$ cat config.mk
export PLATFORM = sky130hd
export DESIGN_NAME = halfword_unload
export DESIGN_NICKNAME = d
export VERILOG_FILES = /design/src/rtl/halfword_unload.sv
export SDC_FILE = /design/constraint.sdc
export NUM_CORES = 1
export LEC_CHECK = 0
export BUFFER_PORTS_ARGS = -buffer_cell sky130_fd_sc_hd__buf_2
export CORE_ASPECT_RATIO = 1.1
export CORE_MARGIN = 5
export CORE_UTILIZATION = 24
export DETAILED_ROUTE_END_ITERATION = 7
export GPL_ROUTABILITY_DRIVEN = 0
export GPL_TIMING_DRIVEN = 0
export HOLD_SLACK_MARGIN = 0.05
export PLACE_DENSITY_LB_ADDON = 0.15
export SETUP_SLACK_MARGIN = 0.15
export SLEW_MARGIN = 20
export SYNTH_ARGS = -nofsm -noshare
export SYNTH_HDL_FRONTEND = slang
export SYNTH_SLANG_ARGS = --single-unit
export TNS_END_PERCENT = 100
$ cat constraint.sdc
create_clock -name clk -period 2.6 [get_ports clk]
set_input_delay 0.13 -clock clk [delete_from_list [all_inputs] [get_ports clk]]
set_output_delay 0.13 -clock clk [all_outputs]
set_load 0.02 [all_outputs]
$ cat src/rtl/halfword_unload.sv
// Parallel-in, serial-out halfword unloader. One load handshake captures a
// frame of LENGTH halfwords, which then leave oldest-first (in[LENGTH-1] .. in0).
module halfword_unload #(
  parameter int LENGTH = 16
) (
  input  logic        clk,
  input  logic        rstb,
  input  logic        load_valid,
  output logic        load_ready,
  input  logic [15:0] in0,
  input  logic [15:0] in1,
  input  logic [15:0] in2,
  input  logic [15:0] in3,
  input  logic [15:0] in4,
  input  logic [15:0] in5,
  input  logic [15:0] in6,
  input  logic [15:0] in7,
  input  logic [15:0] in8,
  input  logic [15:0] in9,
  input  logic [15:0] in10,
  input  logic [15:0] in11,
  input  logic [15:0] in12,
  input  logic [15:0] in13,
  input  logic [15:0] in14,
  input  logic [15:0] in15,
  output logic        out_valid,
  input  logic        out_ready,
  output logic [15:0] out_data,
  output logic        out_last
);

  typedef enum logic {IDLE, SEND} state_t;

  localparam logic [3:0] LAST_IDX = 4'(LENGTH - 1);

  state_t      state_q, state_d;
  logic [3:0]  idx_q, idx_d;
  logic [15:0] buf_q [16];
  logic [15:0] in_w  [16];
  logic        load_acc;
  logic        beat_acc;

  assign in_w[0]  = in0;
  assign in_w[1]  = in1;
  assign in_w[2]  = in2;
  assign in_w[3]  = in3;
  assign in_w[4]  = in4;
  assign in_w[5]  = in5;
  assign in_w[6]  = in6;
  assign in_w[7]  = in7;
  assign in_w[8]  = in8;
  assign in_w[9]  = in9;
  assign in_w[10] = in10;
  assign in_w[11] = in11;
  assign in_w[12] = in12;
  assign in_w[13] = in13;
  assign in_w[14] = in14;
  assign in_w[15] = in15;

  // rstb gates load_ready so the bank never sees a ready while we are held in reset.
  always_comb begin
    load_ready = 1'b0;
    out_valid  = 1'b0;
    out_data   = 16'h0000;
    out_last   = 1'b0;
    if (state_q == SEND) begin
      out_valid = 1'b1;
      out_data  = buf_q[idx_q];
      out_last  = (idx_q == 4'd0);
      load_ready = rstb & (idx_q == 4'd0) & out_ready;
    end else begin
      load_ready = rstb;
    end
  end

  assign load_acc = load_valid & load_ready;
  assign beat_acc = out_valid & out_ready;

  always_comb begin
    state_d = state_q;
    idx_d   = idx_q;
    if (load_acc) begin
      state_d = SEND;
      idx_d   = LAST_IDX;
    end else if (beat_acc) begin
      if (idx_q != 4'd0) begin
        idx_d = idx_q - 4'd1;
      end else begin
        state_d = IDLE;
      end
    end
  end

  always_ff @(negedge clk or negedge rstb) begin
    if (!rstb) begin
      state_q <= IDLE;
      idx_q   <= 4'd0;
      for (int k = 0; k < 16; k++) begin
        buf_q[k] <= 16'h0000;
      end
    end else begin
      state_q <= state_d;
      idx_q   <= idx_d;
      if (load_acc) begin
        for (int k = 0; k < 16; k++) begin
          buf_q[k] <= in_w[k];
        end
      end
    end
  end

endmodule

==> summary.md <==
| Metric | Value |
|---|---|
| Status | `finished, violations left` |
| Failing checks | `negative setup slack` |
| DP Wirelength | `35400 um` |
| Relative slew slack | `48.7%` |
| Initial DRC count | `302` |
| Clk slew on worst S/H paths | `40 ps` |
| Max FO, Critical Path | `5` |
| Finished Cell Area | `17400 um^2` |
| Crit path buf inv count | `3` |
| Io pins | `279` |
| Final Non-Filler Cells | `1860` |
| Layout Nets | `1369` |
| Setup WS post-layout | `-1410 ps` |
| CP delay by family, top | `multiplexers` |
| Internal | `15.0 mW` |
| Total negative slack | `-63790 ps` |
| Required @ worst endpoint | `2470 ps` |
| Top cells by area, synth | `dfrtn_1, mux2_4, mux4_2` |
| Layout filler cell count | `5317` |
| Setup Skew | `12.4 ps` |
| # setup viols final | `269` |
| Initial Util | `24.2%` |
| Global route overflow | `0` |
| Die height | `253 um` |
| Post-synth top area share | `50.5%` |
| Seq/Total Area, Yosys | `50.5%` |
| Drt total wl | `48200 um` |
| CTS tree | `done` |
| Clk pwr share | `19.6%` |
| Fin util | `32.6%` |
| Share of layout cells above drive strength 1 | `67.8%` |
| Most common cell after layout, fill and taps aside | `buf_2` |
| WS Path Type | `reg2out` |
| Hold Vio Cnt, Final | `0` |
| Critical path's largest stage delay | `560 ps` |
| Place WS | `-1410 ps` |
| Drt pass-1 iters | `4` |
| Core footprint | `53600 um^2` |
| Row cnt | `89` |
| Power density over the cells | `1340 nW/um^2` |
| DP Area | `15500 um^2` |
| Switch share | `35.6%` |
| Hold_buf cts | `0` |
| Avg Cell Area, Syn | `16.7 um^2` |
| Yosys top cell by area | `dfrtn_1` |
| Comb power frac | `48.7%` |
| Slew Viols, Final | `0` |
| Final ANT Viol Nets | `0` |
| Cells after DPL | `1785` |
| Initial antenna violation count | `19` |
| IO buf count | `278` |
| Layout overhead on the synthesized area | `34.9%` |
| Setup crit end kind | `output port` |
| Vias in the first global route | `8825` |
| Yosys reg bits | `261` |
| Gate Count Post-Synth | `776` |
| VDD IR max | `391 uV` |
| Overall routing resource usage | `16.2%` |
| Worst Hold Margin | `434 ps` |
| DIE AREA | `58600 um^2` |
| Unique masters post-synth | `39` |
| Largest net degree at the start of global routing | `89` |
| Inserted Clock Buffers | `34` |
| Syn Nets | `1037` |
| Clk buf depth | `3` |
| Worst skew pair latency | `540 ps` |
| Yosys warns | `0` |
| Sequential power share | `31.8%` |
| Most Frequent Cell on Critical Path | `buf_12` |
| DRC | `0` |
| Via count | `7997` |
| RSZ-0062 raised after global routing | `yes` |
| Avg WL per Cell | `25.9 um` |
| Root Buffer | `clkbuf_16` |
| CP startpoint kind | `register` |
| Most frequent cells in the layout | `buf_2, dfrtn_1, mux2_4` |
| Critical Path AT | `3880 ps` |
| P_sw | `8.31 mW` |
| Post-Syn Area | `12900 um^2` |
| Slew at the pin with the worst max-slew slack | `770 ps` |
| Clock tree sinks | `261` |
| Die X | `231 um` |
| CP Cell Sequence | `buf_12, buf_12, mux4_2, mux2_4, o22ai_4, nor2_2, buf_6` |
| CP max-delay cell | `mux4_2` |
| Leakage power | `7.83 nW` |
| Detail-routed via count per cell | `4.30` |
| Global-route wire length before repair | `67100 um` |
| H-tree levels | `2` |
| Max_cap viols | `0` |
| Power, Total | `23.3 mW` |
| Hold WC Path Type | `reg2reg` |
[layout make-up]
type | count | area (um^2) | area share [%]
Clock buffer | 50 | 992 | 5.69
Multi-Input combinational cell | 457 | 6200 | 35.6
Sequential cell | 261 | 6530 | 37.4
Timing Repair Buffer | 296 | 1830 | 10.5
Buffer | 56 | 898 | 5.15
Clock inverter | 5 | 56.3 | 0.323
Tap cell | 728 | 911 | 5.22
Antenna cell | 5 | 12.5 | 0.0717
Inverter | 2 | 12.5 | 0.0717
[path summary, 6_finish.rpt]
kind / startpoint / endpoint / slack [ps] / cells past startpoint
max: idx_q[0] / out_data[1] / -1410 / 7
min: buf_q[228] / buf_q[228] / 430 / 1
max reg2reg: idx_q[0] / buf_q[183] / -250 / 13
min reg2reg: buf_q[228] / buf_q[228] / 430 / 1
max in group asynchronous: rstb / buf_q[49] / 940 / 4
min in group asynchronous: rstb / buf_q[186] / 610 / 1
[logic make-up (layout without fill, tap and decap cells)]
logic type / Yosys count / count (layout) / synth area share, %
AO/OA/AOI/OAI: 53 / 53 / 2.81
multiplexers: 352 / 352 / 39.3
flip-flops: 261 / 261 / 50.5
other: 0 / 5 / 0
buffers and inverters: 58 / 409 / 5.17
adder cells (fa/ha/maj): 1 / 1 / 0.0967
AND/OR/NAND/NOR: 48 / 48 / 1.90
XOR/XNOR: 3 / 3 / 0.203
[registers in the layout, summed over array words and instances, names as in the netlist]
register,flops
idx_q,4
buf_q,256
state_q,1
[cells in the mapped netlist]
cell type  number
dfrtn_1       261
mux2_4        200
mux2_2         66
mux2i_1        44
mux4_2         38
buf_12         22
nand2_1        21
o21ai_0        15
a221oi_1       12
buf_2          12
nand3_1        12
a21oi_1         9
clkbuf_1        9
o221ai_1        9
nor2_1          6
buf_4           5
buf_6           5
mux2_1          4
o22ai_1         4
buf_8           2
xnor2_1         2
a21boi_2        1
and2_0          1
and2_1          1
and2_4          1
buf_1           1
clkinv_1        1
ha_1            1
inv_1           1
nand2b_1        1
nand4bb_4       1
nor2b_1         1
nor3b_1         1
nor4b_1         1
o2111ai_1       1
o211ai_1        1
o31ai_1         1
or2_2           1
xor2_1          1
[what timing repair did]
action / 4_1_cts / 5_1_grt
gates resized for setup: 113 / 27
endpoints found under the setup margin: 278 / 275
pin swaps: 13 / 5
buffers inserted: 4 / 5
gates cloned: 6 / 0
[routing by layer]
layer  track usage, %  part of all wire, %
met1             21.5                   43
met2             26.3                   48
met3             4.66                  6.7
met4             3.67                  1.7
met5                0                 0.40
[power by group through the flow]
stage	Clock [mW]	Sequential, mW	Combinational [mW]
after floorplan	0	7.03	6.77
after global placement	0	7.43	9.86
after detailed placement	0	7.45	9.93
after CTS	4.74	7.43	11.3
after global routing	4.86	7.67	12.0
final	4.56	7.41	11.4
(Power assumes the default switching activity.)
